$ cat config.mk
export PLATFORM = sky130hd
export DESIGN_NAME = bist_pattern_gen_flat
export DESIGN_NICKNAME = d
export VERILOG_FILES = /design/src/rtl/bist_pattern_gen_if.sv /design/src/rtl/bist_pattern_gen.sv /design/src/flat_wrapper.sv
export SDC_FILE = /design/constraint.sdc
export NUM_CORES = 1
export LEC_CHECK = 0
export BUFFER_PORTS_ARGS = -buffer_cell sky130_fd_sc_hd__buf_2
export CAP_MARGIN = 20
export CORE_MARGIN = 8
export CORE_UTILIZATION = 35
export CTS_BUF_LIST = sky130_fd_sc_hd__clkbuf_4 sky130_fd_sc_hd__clkbuf_8
export CTS_CLUSTER_DIAMETER = 150
export DETAILED_ROUTE_END_ITERATION = 6
export PLACE_DENSITY = 0.54
export SYNTH_ARGS = -nofsm -noshare
export SYNTH_HDL_FRONTEND = slang
export SYNTH_SLANG_ARGS = --single-unit
$ cat constraint.sdc
create_clock -name clk -period 2.4 [get_ports clk]
set_input_delay 0.48 -clock clk [delete_from_list [all_inputs] [get_ports clk]]
set_output_delay 0.48 -clock clk [all_outputs]
set_load 0.005 [all_outputs]
$ cat src/rtl/bist_pattern_gen_if.sv
// Pattern-generator <-> checker bundle: start/result inputs,
// operand vector and run status outputs.
interface bist_pattern_gen_if;
    logic        start;
    logic        failed_flag;
    logic [7:0]  x1;
    logic [7:0]  x2;
    logic [7:0]  v;
    logic [7:0]  t;
    logic [7:0]  c;
    logic        busy;
    logic        done;
    logic        pass;
    logic [15:0] fail_count;
    logic [15:0] first_fail_idx;

    modport master (
        input  start, failed_flag,
        output x1, x2, v, t, c,
        output busy, done, pass, fail_count, first_fail_idx
    );

    modport slave (
        output start, failed_flag,
        input  x1, x2, v, t, c,
        input  busy, done, pass, fail_count, first_fail_idx
    );
endinterface

$ cat src/rtl/bist_pattern_gen.sv
// LFSR-driven BIST vector generator: holds each 40-bit vector
// for HOLD_CYCLES, samples the checker verdict, reports results.
module bist_pattern_gen #(
    parameter int          NUM_VECTORS = 64,
    parameter int          HOLD_CYCLES = 4,
    parameter logic [39:0] SEED        = 40'h00_0000_0001
) (
    input logic             clk,
    input logic             rst_n,
    bist_pattern_gen_if.master bus
);

    localparam logic [39:0] SEED_EFF  = (SEED == 40'h0) ? 40'h1 : SEED;
    localparam logic [15:0] LAST_IDX  = 16'(NUM_VECTORS - 1);
    localparam logic [7:0]  LAST_HOLD = 8'(HOLD_CYCLES - 1);
    localparam logic [15:0] NONE      = 16'hFFFF;

    typedef enum logic [1:0] {IDLE, HOLD, DONE} state_t;

    state_t      state;
    state_t      state_next;
    logic        load;
    logic        check;
    logic        step;
    logic [39:0] lfsr;
    logic [39:0] lfsr_next;
    logic [39:0] pat;
    logic [15:0] vec_idx;
    logic [7:0]  hold_cnt;
    logic [15:0] fail_count;
    logic [15:0] first_fail_idx;

    assign lfsr_next = {lfsr[38:0],
                        lfsr[39] ^ lfsr[37] ^ lfsr[20] ^ lfsr[18]};

    // State register
    always_ff @(posedge clk) begin
        if (!rst_n) state <= IDLE;
        else        state <= state_next;
    end

    // Next-state and datapath control strobes
    always_comb begin
        state_next = state;
        load       = 1'b0;
        check      = 1'b0;
        step       = 1'b0;
        unique case (state)
            IDLE, DONE: begin
                if (bus.start) begin
                    state_next = HOLD;
                    load       = 1'b1;
                end
            end
            HOLD: begin
                if (hold_cnt == LAST_HOLD) begin
                    check = 1'b1;
                    if (vec_idx == LAST_IDX) state_next = DONE;
                    else                     step       = 1'b1;
                end
            end
            default: state_next = IDLE;
        endcase
    end

    // Vector sequencing and result accumulation
    always_ff @(posedge clk) begin
        if (!rst_n) begin
            lfsr           <= SEED_EFF;
            pat            <= '0;
            vec_idx        <= '0;
            hold_cnt       <= '0;
            fail_count     <= '0;
            first_fail_idx <= NONE;
        end else if (load) begin
            lfsr           <= SEED_EFF;
            pat            <= SEED_EFF;
            vec_idx        <= '0;
            hold_cnt       <= '0;
            fail_count     <= '0;
            first_fail_idx <= NONE;
        end else if (state == HOLD) begin
            if (check) begin
                if (bus.failed_flag) begin
                    if (fail_count != NONE)
                        fail_count <= fail_count + 16'd1;
                    if (first_fail_idx == NONE)
                        first_fail_idx <= vec_idx;
                end
                if (step) begin
                    lfsr     <= lfsr_next;
                    pat      <= lfsr_next;
                    vec_idx  <= vec_idx + 16'd1;
                    hold_cnt <= '0;
                end
            end else begin
                hold_cnt <= hold_cnt + 8'd1;
            end
        end
    end

    assign bus.x1             = pat[7:0];
    assign bus.x2             = pat[15:8];
    assign bus.v              = pat[23:16];
    assign bus.t              = pat[31:24];
    assign bus.c              = pat[39:32];
    assign bus.busy           = (state == HOLD);
    assign bus.done           = (state == DONE);
    assign bus.pass           = (state == DONE) && (fail_count == 16'h0);
    assign bus.fail_count     = fail_count;
    assign bus.first_fail_idx = first_fail_idx;

endmodule
$ cat src/flat_wrapper.sv
// flat-port wrapper written by rule: the top's interface ports become plain ports
module bist_pattern_gen_flat 
#(
    parameter int          NUM_VECTORS = 64,
    parameter int          HOLD_CYCLES = 4,
    parameter logic [39:0] SEED        = 40'h00_0000_0001
)
  (clk, rst_n, bus_start, bus_failed_flag, bus_x1, bus_x2, bus_v, bus_t, bus_c, bus_busy, bus_done, bus_pass, bus_fail_count, bus_first_fail_idx);
  bist_pattern_gen_if bus_i ();
  input logic clk;
  input logic rst_n;
  input wire logic [$bits(bus_i.start)-1:0] bus_start;
  input wire logic [$bits(bus_i.failed_flag)-1:0] bus_failed_flag;
  output wire logic [$bits(bus_i.x1)-1:0] bus_x1;
  output wire logic [$bits(bus_i.x2)-1:0] bus_x2;
  output wire logic [$bits(bus_i.v)-1:0] bus_v;
  output wire logic [$bits(bus_i.t)-1:0] bus_t;
  output wire logic [$bits(bus_i.c)-1:0] bus_c;
  output wire logic [$bits(bus_i.busy)-1:0] bus_busy;
  output wire logic [$bits(bus_i.done)-1:0] bus_done;
  output wire logic [$bits(bus_i.pass)-1:0] bus_pass;
  output wire logic [$bits(bus_i.fail_count)-1:0] bus_fail_count;
  output wire logic [$bits(bus_i.first_fail_idx)-1:0] bus_first_fail_idx;
  assign bus_i.start = bus_start;
  assign bus_i.failed_flag = bus_failed_flag;
  assign bus_x1 = bus_i.x1;
  assign bus_x2 = bus_i.x2;
  assign bus_v = bus_i.v;
  assign bus_t = bus_i.t;
  assign bus_c = bus_i.c;
  assign bus_busy = bus_i.busy;
  assign bus_done = bus_i.done;
  assign bus_pass = bus_i.pass;
  assign bus_fail_count = bus_i.fail_count;
  assign bus_first_fail_idx = bus_i.first_fail_idx;
  bist_pattern_gen #(.NUM_VECTORS(NUM_VECTORS), .HOLD_CYCLES(HOLD_CYCLES), .SEED(SEED)) u_core (.clk(clk), .rst_n(rst_n), .bus(bus_i));
endmodule
==> implementation parameters, run 1 <==
Parameter                              Value

Global routing
  Antenna violations before repair    0
  Pin count of the biggest net entering global routing    45
  Global route total overflow    0
  Number of global-route vias before repair    3448
  Wire length of the first global-routing pass    ~17 mm
  Total track usage    between 10% and 20%

Critical path
  Kind of launch point of the worst setup path    flip-flop
  Reg2Reg Depth    7
  Arr. time, crit path    1.70 ns
  Crit Reg-Reg Endpoint    u_core.bus.fail_count[3]
  Worst-path maximum fanout    7
  Startpoint of the most critical setup path    u_core.bus.fail_count[9]
  Flop2flop setup slack    0.26 ns
  Required @ worst endpoint    ~1.9 ns
  Worst setup path category    reg -> out
  Crit Reg-Reg Startpoint    u_core.hold_cnt[0]
  Crit path capture    bus_pass
  Crit end category    primary output

Clock network
  Post-CTS setup buffer count    0
  TritonCTS clock tree    done
  Insertion delay of the later-clocked pin in the worst-skew pair    approximately 0.38 ns
  Clk Tree Root Cell    sky130_fd_sc_hd__clkbuf_8
  H-tree depth    3
  Inserted Clock Buffers    9
  Cts hold-fix bufs    0
  Total number of clock tree sinks    between 90 and 100
  Clock transition time at the flip-flop clock pins of the worst setup and hold paths    roughly 0.090 ns
  Maximum count of clock buffers along a single path    2
  Number of gates resized after cts    0

STA
  Hold Slack    about 0.38 ns
  Worst Slack Setup Final    0.219 ns
  Final hold vios    0
  Total Negative Setup Slacks    0 ns
  Finish-stage setup viols    0
  RSZ-0062 raised after global routing    false
  Period utilisation layout    90.9%
  Slew Limit Headroom    ~65%
  Worst Tran Pin Value    roughly 0.52 ns
  Final count of pins violating max slew    0
  Shortest period the worst path allows    2.18 ns
  Max frequency    between 0.4 and 0.5 GHz
  Final worst clock skew    0.00673 ns

Detailed routing
  Final routed DRC violation total    0
  Length of the first detailed-routing pass in iterations    4
  Vias per Instance    approximately 4.8
  Post-detailed-routing wire length    9.92 mm
  Total number of vias    approximately 3600
  Count of antenna-violating nets left after detailed routing    0
  Routed length per placed instance    13.3 microns
  Drt first-iter violations    around 250

Synth
  Dominant synthesized flop cell    sky130_fd_sc_hd__dfxtp_1
  Fraction of registers with async set/reset    0%
  Library cells used by synthesis    43
  FF+latch count, synth    a little under 100
  Post-synth net total    roughly 550
  EDFF count, synth    0
  Top-count cell post-synth    sky130_fd_sc_hd__dfxtp_1
  Sequential element share of the synthesized area    a little under half
  Number of standard cells after synthesis    537
  Area share of the largest cell type after synthesis    45.5%
  Post-synthesis instance area    0.00436 sq mm
  Top post-synthesis cells by count    99 x sky130_fd_sc_hd__dfxtp_1, 96 x sky130_fd_sc_hd__nand2_1, 62 x sky130_fd_sc_hd__a21oi_1
  Per-instance average area after synthesis    8.11 sq um
  Count of yosys warnings during synthesis    0
  Top cells by area in the synthesized netlist    sky130_fd_sc_hd__dfxtp_1 45%, sky130_fd_sc_hd__nand2_1 8.3%, sky130_fd_sc_hd__a21oi_1 7.1%
  Library cell with the largest summed area after synthesis    sky130_fd_sc_hd__dfxtp_1

Place
  DPL Wire Length    6.98 mm
  Setup WS pre-CTS    around 0.27 ns
  Cell Count Post-Placement    730
  Buffers added on ports    78
  Routability cong.    between 0.8 and 0.9

Power
  Peak supply drop    255 uV
  Power density over the cells    between 600 and 700 mW/mm^2
  Static power due to leakage    0.00202 uW

Floorplan
  Die Outline Area    approximately 0.016 sq mm
  Die Span Y    between 100 and 150 microns
  Count of standard-cell rows    40
  Number of primary I/O pins    just under 80
  Initial core utilization    between 30% and 40%
  Die outline width    between 100 and 150 microns
  Core area    0.0121 sq mm

Run status
  Run status    complete, no violations

Cells and area
  Final instance count without filler cells    between 700 and 800
  Relative area change from synthesis to final layout    11.7%
  Share of final-layout standard cells stronger than drive strength 1    a little under a fifth
  Count of nets after finishing    581
  Number of antenna cells inserted    0

Run
  Max capacitance violation total    0

Hold path
  Hold/Removal Path Class    in -> reg
[worst min path at each step]
stage                    from               to  slack, ns  depth (start not counted)
2_1_floorplan  u_core.lfsr[0]    u_core.pat[1]       0.43                          2
3_3_place_gp   u_core.pat[34]   u_core.pat[35]       0.45                          2
3_5_place_dp   u_core.pat[34]   u_core.pat[35]       0.46                          2
4_1_cts                 rst_n  u_core.state[1]       0.35                          2
5_1_grt                 rst_n  u_core.state[1]       0.37                          2
6_report                rst_n  u_core.state[1]       0.38                          2
[routing by layer]
layer,up-vias,wire length [microns],global-route usage (%)
met5,-,0,0
met3,12,428,3.49
li1,1852,-,-
met1,1646,4700,15.4
met4,0,166,5.66
met2,55,4630,19.8
[metrics by stage]
stage	util [%]	area (sq um)	total power [uW]
2_1_floorplan	-	4360	1730
3_3_place_gp	38.4	4640	1760
3_5_place_dp	38.4	4640	1760
4_1_cts	40.4	4870	3000
5_1_grt	40.4	4870	3070
6_report	40.4	4870	2950
[state kept, by name, summed over array words and instances (netlist names)]
name and count:
u_core.pat 40, u_core.bus.fail_count 16, u_core.bus.first_fail_idx 16, u_core.vec_idx 16, u_core.hold_cnt 8, u_core.state 2, u_core.lfsr 1
[area by class of cell]
class | count | area, sq um
inverters | 25 | 93.8
fillers | 1239 | 7190
multi-input cells | 350 | 1870
clock inverters | 4 | 72.6
flip-flops and latches | 99 | 1980
clock buffers | 12 | 159
repair buffers | 88 | 478
well taps | 168 | 210
[kinds of logic (layout without fill, tap and decap cells)]
logic type,after synthesis,in the layout,synth area share (%)
and+or+nand+nor,220,220,25.1
AOI/OAI and AO/OA,107,107,12.8
buffers and inverters,88,129,11.6
muxes,2,2,0.460
adders and majority gates,4,4,1.15
xor gates and xnor gates,17,17,3.42
DFF,99,99,45.5
[critical path: stages, from the launching register on]
cell and delay, ns:
sky130_fd_sc_hd__dfxtp_1 0.37, sky130_fd_sc_hd__nor4_1 0.35, sky130_fd_sc_hd__nand4_1 0.14, sky130_fd_sc_hd__nor4b_1 0.29, sky130_fd_sc_hd__buf_2 0.17
[layout by cell type, fill, tap and decap left out, types with 2 or more instances in the layout]
cell                         n
sky130_fd_sc_hd__nor2b_1     2
sky130_fd_sc_hd__nor4_1      7
sky130_fd_sc_hd__or3_1      20
sky130_fd_sc_hd__bufinv_16   2
sky130_fd_sc_hd__or4_1       3
sky130_fd_sc_hd__nand3_1    12
sky130_fd_sc_hd__o21ai_1     8
sky130_fd_sc_hd__and4_1      3
sky130_fd_sc_hd__xnor2_1     6
sky130_fd_sc_hd__and3_1      7
sky130_fd_sc_hd__nand2b_1    3
sky130_fd_sc_hd__nand2_1    95
sky130_fd_sc_hd__a21oi_1    62
sky130_fd_sc_hd__clkbuf_8   11
sky130_fd_sc_hd__dfxtp_1    99
sky130_fd_sc_hd__xor2_1     11
sky130_fd_sc_hd__nor3_1      6
sky130_fd_sc_hd__and2_1      4
sky130_fd_sc_hd__ha_1        4
sky130_fd_sc_hd__buf_4       9
sky130_fd_sc_hd__inv_1      24
sky130_fd_sc_hd__nand4_1    15
sky130_fd_sc_hd__nand4_2     2
sky130_fd_sc_hd__buf_2      78
sky130_fd_sc_hd__o21ai_0    29
sky130_fd_sc_hd__mux2i_1     2
sky130_fd_sc_hd__nor2_1     34
[power breakdown]
group	switching, uW	internal [uW]
Sequential	3.75	1650
Clock	583	654
Combinational	49.9	16.9
Total	637	2320
Power figures use the tool's default switching activity.
==> run 2, diff against run 1 <==
Settings changed: ABC_AREA from default to 1, CORE_UTILIZATION 35 to 59, PLACE_DENSITY 0.54 to 0.82.
==> run 2 against run 1 <==
Via count up 31%. Total power shrank 6.0%. Fmax is 6.9% higher. Register-to-register slack better by 0.14 ns. Critical path depth up 1. Routed wire length up 15%. Core utilization up 23 points.
==> implementation parameters, run 2 <==
Parameter                              Value

Global routing
  Wire length of the first global-routing pass    between 15 and 20 mm
  Pin count of the biggest net entering global routing    62
  Met1 track utilization from global routing    25.2%
  Fraction of met2 tracks used by global routing    about a third
  Number of global-route vias before repair    4406
  Global route total overflow    0
  Antenna violations before repair    0
  Total track usage    19.9%
  Busiest grt layer    met2
  Met3 demand-to-capacity share in global routing    approximately 4.3%

Run
  Max capacitance violation total    0

Floorplan
  Count of standard-cell rows    34
  Initial core utilization    59.8%
  Number of primary I/O pins    79
  Die Outline Area    ~0.012 sq mm
  Die Span Y    109 microns
  Die outline width    approximately 110 microns
  Core area    0.00855 sq mm

Synth
  Dominant synthesized flop cell    sky130_fd_sc_hd__dfxtp_1
  Sequential element share of the synthesized area    approximately 39%
  Fraction of registers with async set/reset    0%
  Post-synth net total    753
  Per-instance average area after synthesis    about 6.9 sq um
  Count of yosys warnings during synthesis    0
  Number of standard cells after synthesis    about 750
  Library cells used by synthesis    30
  Post-synthesis instance area    between 0.005 and 0.006 sq mm
  Top cells by area in the synthesized netlist    sky130_fd_sc_hd__dfxtp_1 39%, sky130_fd_sc_hd__nand2_1 13%, sky130_fd_sc_hd__nor2_1 9.7%
  FF+latch count, synth    around 100
  Library cell with the largest summed area after synthesis    sky130_fd_sc_hd__dfxtp_1
  Top-count cell post-synth    sky130_fd_sc_hd__nand2_1
  Area share of the largest cell type after synthesis    38.8%
  Top post-synthesis cells by count    172 x sky130_fd_sc_hd__nand2_1, 132 x sky130_fd_sc_hd__nor2_1, 99 x sky130_fd_sc_hd__dfxtp_1
  EDFF count, synth    0

Place
  Buffers added on ports    78
  Routability cong.    approximately 0.9
  DPL Wire Length    8.34 mm
  Setup WS pre-CTS    0.465 ns

Critical path
  Delay contributed by the slowest stage of the critical path    about 0.38 ns
  Cell with the biggest individual delay on the critical path    sky130_fd_sc_hd__dfxtp_1
  Critical path cell sequence    inv_1, ha_1, nand3_1, nor4_1, buf_2
  Kind of launch point of the worst setup path    flip-flop
  Required @ worst endpoint    approximately 1.9 ns
  Crit end category    primary output
  Arr. time, crit path    roughly 1.6 ns
  Worst-path maximum fanout    6
  Worst setup path category    reg -> out

Power
  Clock Power Share    a little over a third
  Peak supply drop    394 uV
  Static power due to leakage    approximately 0.0024 uW
  Power density over the cells    ~510 mW/mm^2
  Net switching share of the total power    25.3%
  Reported net switching power    between 700 and 800 uW
  Logic pwr share    roughly 4.2%
  Sequential share of power    59.4%
  Cell-internal power    2070 uW

Clock network
  Clk Tree Root Cell    sky130_fd_sc_hd__clkbuf_8
  Cts hold-fix bufs    0
  Clock transition time at the flip-flop clock pins of the worst setup and hold paths    approximately 0.10 ns
  Number of gates resized after cts    0
  Inserted Clock Buffers    9
  Maximum count of clock buffers along a single path    2
  Post-CTS setup buffer count    0
  Insertion delay of the later-clocked pin in the worst-skew pair    approximately 0.37 ns
  H-tree depth    3
  TritonCTS clock tree    done
  Total number of clock tree sinks    99

Detailed routing
  Length of the first detailed-routing pass in iterations    5
  Routed length per placed instance    ~13 microns
  Total number of vias    approximately 4700
  Vias per Instance    ~5.3
  Post-detailed-routing wire length    approximately 11 mm
  Drt first-iter violations    between 200 and 250
  Count of antenna-violating nets left after detailed routing    0
  Final routed DRC violation total    0

STA
  Final worst clock skew    ~0.014 ns
  Finish-stage setup viols    0
  Worst Tran Pin Value    ~0.5 ns
  Slew Limit Headroom    around 67%
  Final hold vios    0
  Total Negative Setup Slacks    0 ns
  Shortest period the worst path allows    about 2.0 ns
  Max frequency    about 0.5 GHz
  Hold Slack    0.375 ns
  RSZ-0062 raised after global routing    false
  Period utilisation layout    85.0%
  Final count of pins violating max slew    0
  Worst Slack Setup Final    between 0.3 and 0.4 ns

Run status
  Run status    complete, no violations

Cells and area
  Number of antenna cells inserted    0
  Leading cell types in the layout, fill and taps excluded    172 x sky130_fd_sc_hd__nand2_1, 132 x sky130_fd_sc_hd__nor2_1, 99 x sky130_fd_sc_hd__dfxtp_1
  Count of nets after finishing    just under 800
  Most common library cell in the layout ignoring fill and taps    sky130_fd_sc_hd__nand2_1
  Area taken by flip-flops and latches    around 0.0020 sq mm
  Share of final-layout standard cells stronger than drive strength 1    between 10% and 20%
  Number of filler instances in the final layout    a little under 800
  Area of combinational cells with multiple inputs    0.00249 sq mm
  Relative area change from synthesis to final layout    6.76%
  Flip-flop count of the largest register, all copies and words added    40
  Register name with the most flops    u_core.pat

Hold path
  Hold/Removal Path Class    in -> reg
[run 2: cell count changes in the layout (fill, tap and decap cells not counted), sizes merged, moves of 5 or more]
cell,previous run,this run
a21oi,62,40
and3,7,0
inv,25,56
nand2,96,178
nand3,12,72
nand4,18,7
nor2,34,144
nor4,7,2
o21ai,37,48
or3,20,0
[run 2: routing by layer]
metal / wire length, microns / vias to the layer above
met5: 0 / -
met2: 5250 / 141
met1: 5210 / 2125
met3: 759 / 18
met4: 196 / 0
li1: - / 2391
[run 2: through the flow]
stage	cells	utilization, %	cell area [sq um]	power (uW)
4_1_cts	890	63.8	5460	2800
5_1_grt	890	63.8	5460	2880
3_5_place_dp	874	61.7	5270	1800
6_report	890	63.8	5460	2780
2_1_floorplan	745	-	5110	1770
3_3_place_gp	874	61.7	5270	1800
[run 2: layout make-up]
type,count,area share (%)
Sequential cell,99,36.3
Clock buffer,9,2.27
Timing Repair Buffer,87,8.62
Inverter,53,3.65
Tap cell,108,2.48
Clock inverter,7,1.08
Multi-Input combinational cell,527,45.6
[run 2: final timing paths]
kind,startpoint,end,slack (ns),cells past startpoint
setup / recovery,u_core.bus.fail_count[0],bus_pass,0.36,5
hold / removal,bus_start,u_core.state[1],0.38,4
hold reg to reg,u_core.lfsr[0],u_core.lfsr[0],0.48,2
setup reg to reg,u_core.hold_cnt[0],u_core.vec_idx[12],0.40,8
[run 2: logic make-up (layout without fill, tap and decap cells)]
logic type	Yosys count	after routing	synth area share, %
simple gates	413	413	35.0
buf+inv	119	156	12.7
flops	99	99	38.8
compound gates	88	88	8.84
xor+xnor	22	22	3.77
fa+ha+maj	4	4	0.979
[run 2: power groups by stage]
| stage | Clock (uW) | Combinational (uW) | Sequential [uW] |
|---|---|---|---|
| floorplan | 0 | 83.6 | 1690 |
| global placement | 0 | 113 | 1690 |
| detailed placement | 0 | 115 | 1690 |
| CTS | 1040 | 116 | 1650 |
| global route | 1100 | 131 | 1650 |
| finish | 1010 | 115 | 1650 |
[run 2: critical path: cells and delay by family (launching register included)]
family	cells	cell delay, ns
AND/OR/NAND/NOR	2	0.39
flip-flops	1	0.38
buffers and inverters	2	0.27
adder cells (fa/ha/maj)	1	0.16
==> run 3, diff against run 2 <==
Settings changed: ABC_AREA 1 to default, CORE_UTILIZATION 59 to 58, PLACE_DENSITY 0.82 to 0.83.
==> run 3 against run 2 <==
Critical path type unchanged. Register-to-register slack worse by 0.15 ns. Critical endpoint unchanged. Highest routed layer unchanged. Critical path depth down 1. Non-clock buffer count up 1. Largest power group unchanged. Hold slack better by 0.042 ns.
==> implementation parameters, run 3 (synthesized netlist as in run 1, its figures left out) <==
Parameter                              Value

Run status
  Run status    complete, no violations

Clock network
  TritonCTS clock tree    done
  Inserted Clock Buffers    9
  Clk Tree Root Cell    sky130_fd_sc_hd__clkbuf_8
  Clock transition time at the flip-flop clock pins of the worst setup and hold paths    about 0.090 ns
  Insertion delay of the later-clocked pin in the worst-skew pair    between 0.3 and 0.4 ns
  Maximum count of clock buffers along a single path    2
  Total number of clock tree sinks    just under 100
  Post-CTS setup buffer count    0
  H-tree depth    3

Global routing
  Pin count of the biggest net entering global routing    45
  Antenna violations before repair    0
  Wire length of the first global-routing pass    about 15 mm
  Global route total overflow    0
  Total track usage    18.0%
  Number of global-route vias before repair    roughly 3400

Detailed routing
  Total number of vias    roughly 3700
  Count of antenna-violating nets left after detailed routing    0
  Drt first-iter violations    approximately 190
  Final routed DRC violation total    0
  Post-detailed-routing wire length    just over 9 mm
  Routed length per placed instance    roughly 14 microns
  Vias per Instance    5.43
  Length of the first detailed-routing pass in iterations    5

Floorplan
  Die outline width    between 100 and 150 microns
  Number of primary I/O pins    79
  Die Outline Area    0.0105 sq mm
  Die Span Y    between 100 and 150 microns
  Count of standard-cell rows    31
  Core area    about 0.0073 sq mm
  Initial core utilization    approximately three fifths

Critical path
  Arr. time, crit path    roughly 1.7 ns
  Crit end category    primary output
  Flop2flop setup slack    0.25 ns
  Worst setup path category    reg -> out
  Crit path capture    bus_pass
  Crit Reg-Reg Startpoint    u_core.hold_cnt[0]
  Worst-path maximum fanout    7
  Startpoint of the most critical setup path    u_core.bus.fail_count[2]
  Crit Reg-Reg Endpoint    u_core.pat[11]
  Required @ worst endpoint    around 1.9 ns
  Reg2Reg Depth    7
  Kind of launch point of the worst setup path    flip-flop

STA
  Final hold vios    0
  Slew Limit Headroom    around 64%
  Final worst clock skew    between 0.008 and 0.009 ns
  Finish-stage setup viols    0
  Total Negative Setup Slacks    0 ns
  RSZ-0062 raised after global routing    false
  Shortest period the worst path allows    around 2.2 ns
  Worst Tran Pin Value    ~0.53 ns
  Max frequency    0.461 GHz
  Period utilisation layout    between 90% and 100%
  Worst Slack Setup Final    0.229 ns
  Final count of pins violating max slew    0

Power
  Power density over the cells    approximately 560 mW/mm^2
  Peak supply drop    335 uV
  Cell-internal power    2050 uW
  Sequential share of power    between 60% and 70%
  Static power due to leakage    ~0.0020 uW
  Net switching share of the total power    between 20% and 30%
  Clock Power Share    35.6%
  Reported net switching power    611 uW
  Logic pwr share    ~2.4%

Run
  Max capacitance violation total    0

Cells and area
  Final design instance area without fill    0.00474 sq mm
  Relative area change from synthesis to final layout    8.87%
  Area of combinational cells with multiple inputs    0.00188 sq mm
  Register name with the most flops    u_core.pat
  Count of nets after finishing    about 580
  Leading cell types in the layout, fill and taps excluded    99 x sky130_fd_sc_hd__dfxtp_1, 95 x sky130_fd_sc_hd__nand2_1, 78 x sky130_fd_sc_hd__buf_2
  Most common library cell in the layout ignoring fill and taps    sky130_fd_sc_hd__dfxtp_1
  Area taken by flip-flops and latches    0.00198 sq mm
  Share of final-layout standard cells stronger than drive strength 1    between 10% and 20%
  Number of antenna cells inserted    0
  Flip-flop count of the largest register, all copies and words added    40
  Number of filler instances in the final layout    612

Place
  Placed Instance Area    0.00456 sq mm
  Routability cong.    ~0.84
  Setup WS pre-CTS    just over 0.3 ns
  Buffers added on ports    78
  DPL Wire Length    about 6.6 mm

Hold path
  Hold/Removal Path Class    in -> reg
[run 3: changes by cell type in the layout (fill, tap and decap cells not counted), moves of 20 or more]
cell / previous run / this run
sky130_fd_sc_hd__a21oi_1: 39 / 62
sky130_fd_sc_hd__inv_1: 46 / 24
sky130_fd_sc_hd__nand2_1: 172 / 95
sky130_fd_sc_hd__nand3_1: 69 / 12
sky130_fd_sc_hd__nor2_1: 132 / 34
sky130_fd_sc_hd__or3_1: 0 / 20
[run 3: what timing repair did]
| action | 4_1_cts | 5_1_grt |
|---|---|---|
| gates resized for setup | 0 | 1 |
| hold buffers | 0 | 0 |
| setup endpoints to repair | 0 | 1 |
[run 3: power groups by stage]
| stage | clock network [uW] | registers [uW] | logic, uW |
|---|---|---|---|
| global route | 1030 | 1650 | 70.0 |
| detailed placement | 0 | 1690 | 63.8 |
| finish | 947 | 1650 | 63.9 |
| global placement | 0 | 1690 | 63.3 |
| floorplan | 0 | 1690 | 43.8 |
| CTS | 976 | 1650 | 63.4 |
[run 3: layout make-up]
cell class	instances	share of cell area (%)
Sequential cell	99	41.8
Multi-Input combinational cell	350	39.6
Timing Repair Buffer	88	10.3
Clock buffer	10	2.77
Tap cell	99	2.61
Inverter	25	1.98
Clock inverter	6	0.897
[run 3: stage by stage]
stage          utilization (%)  std cells  power [uW]  hold slack, ns
5_1_grt                   65.4        677        2750           0.416
4_1_cts                   65.3        677        2690           0.404
3_5_place_dp              62.9        661        1750           0.445
6_report                  65.4        677        2660           0.417
2_1_floorplan                -        537        1730           0.427
3_3_place_gp              62.9        661        1750           0.446
[run 3: worst max-delay path: stages, from the launching register on]
cell and delay (ns):
sky130_fd_sc_hd__dfxtp_1 0.39, sky130_fd_sc_hd__nor4_1 0.31, sky130_fd_sc_hd__nand4_1 0.12, sky130_fd_sc_hd__nor4b_1 0.33, sky130_fd_sc_hd__buf_2 0.18
[run 3: worst min-delay path by stage]
stage	end	slack, ns	depth (start not counted)	from
after global placement	u_core.pat[1]	0.45	2	u_core.lfsr[0]
after global routing	u_core.state[1]	0.42	2	rst_n
after floorplan	u_core.pat[1]	0.43	2	u_core.lfsr[0]
after CTS	u_core.state[1]	0.40	2	rst_n
after detailed placement	u_core.pat[1]	0.45	2	u_core.lfsr[0]
final	u_core.state[1]	0.42	2	rst_n
[run 3: per-layer routing]
metal  share of wire, %  GRT usage [%]
met2                 49           30.5
met3                4.7           3.44
met1                 44           21.7
met4                1.7           7.34
met5                  0              0
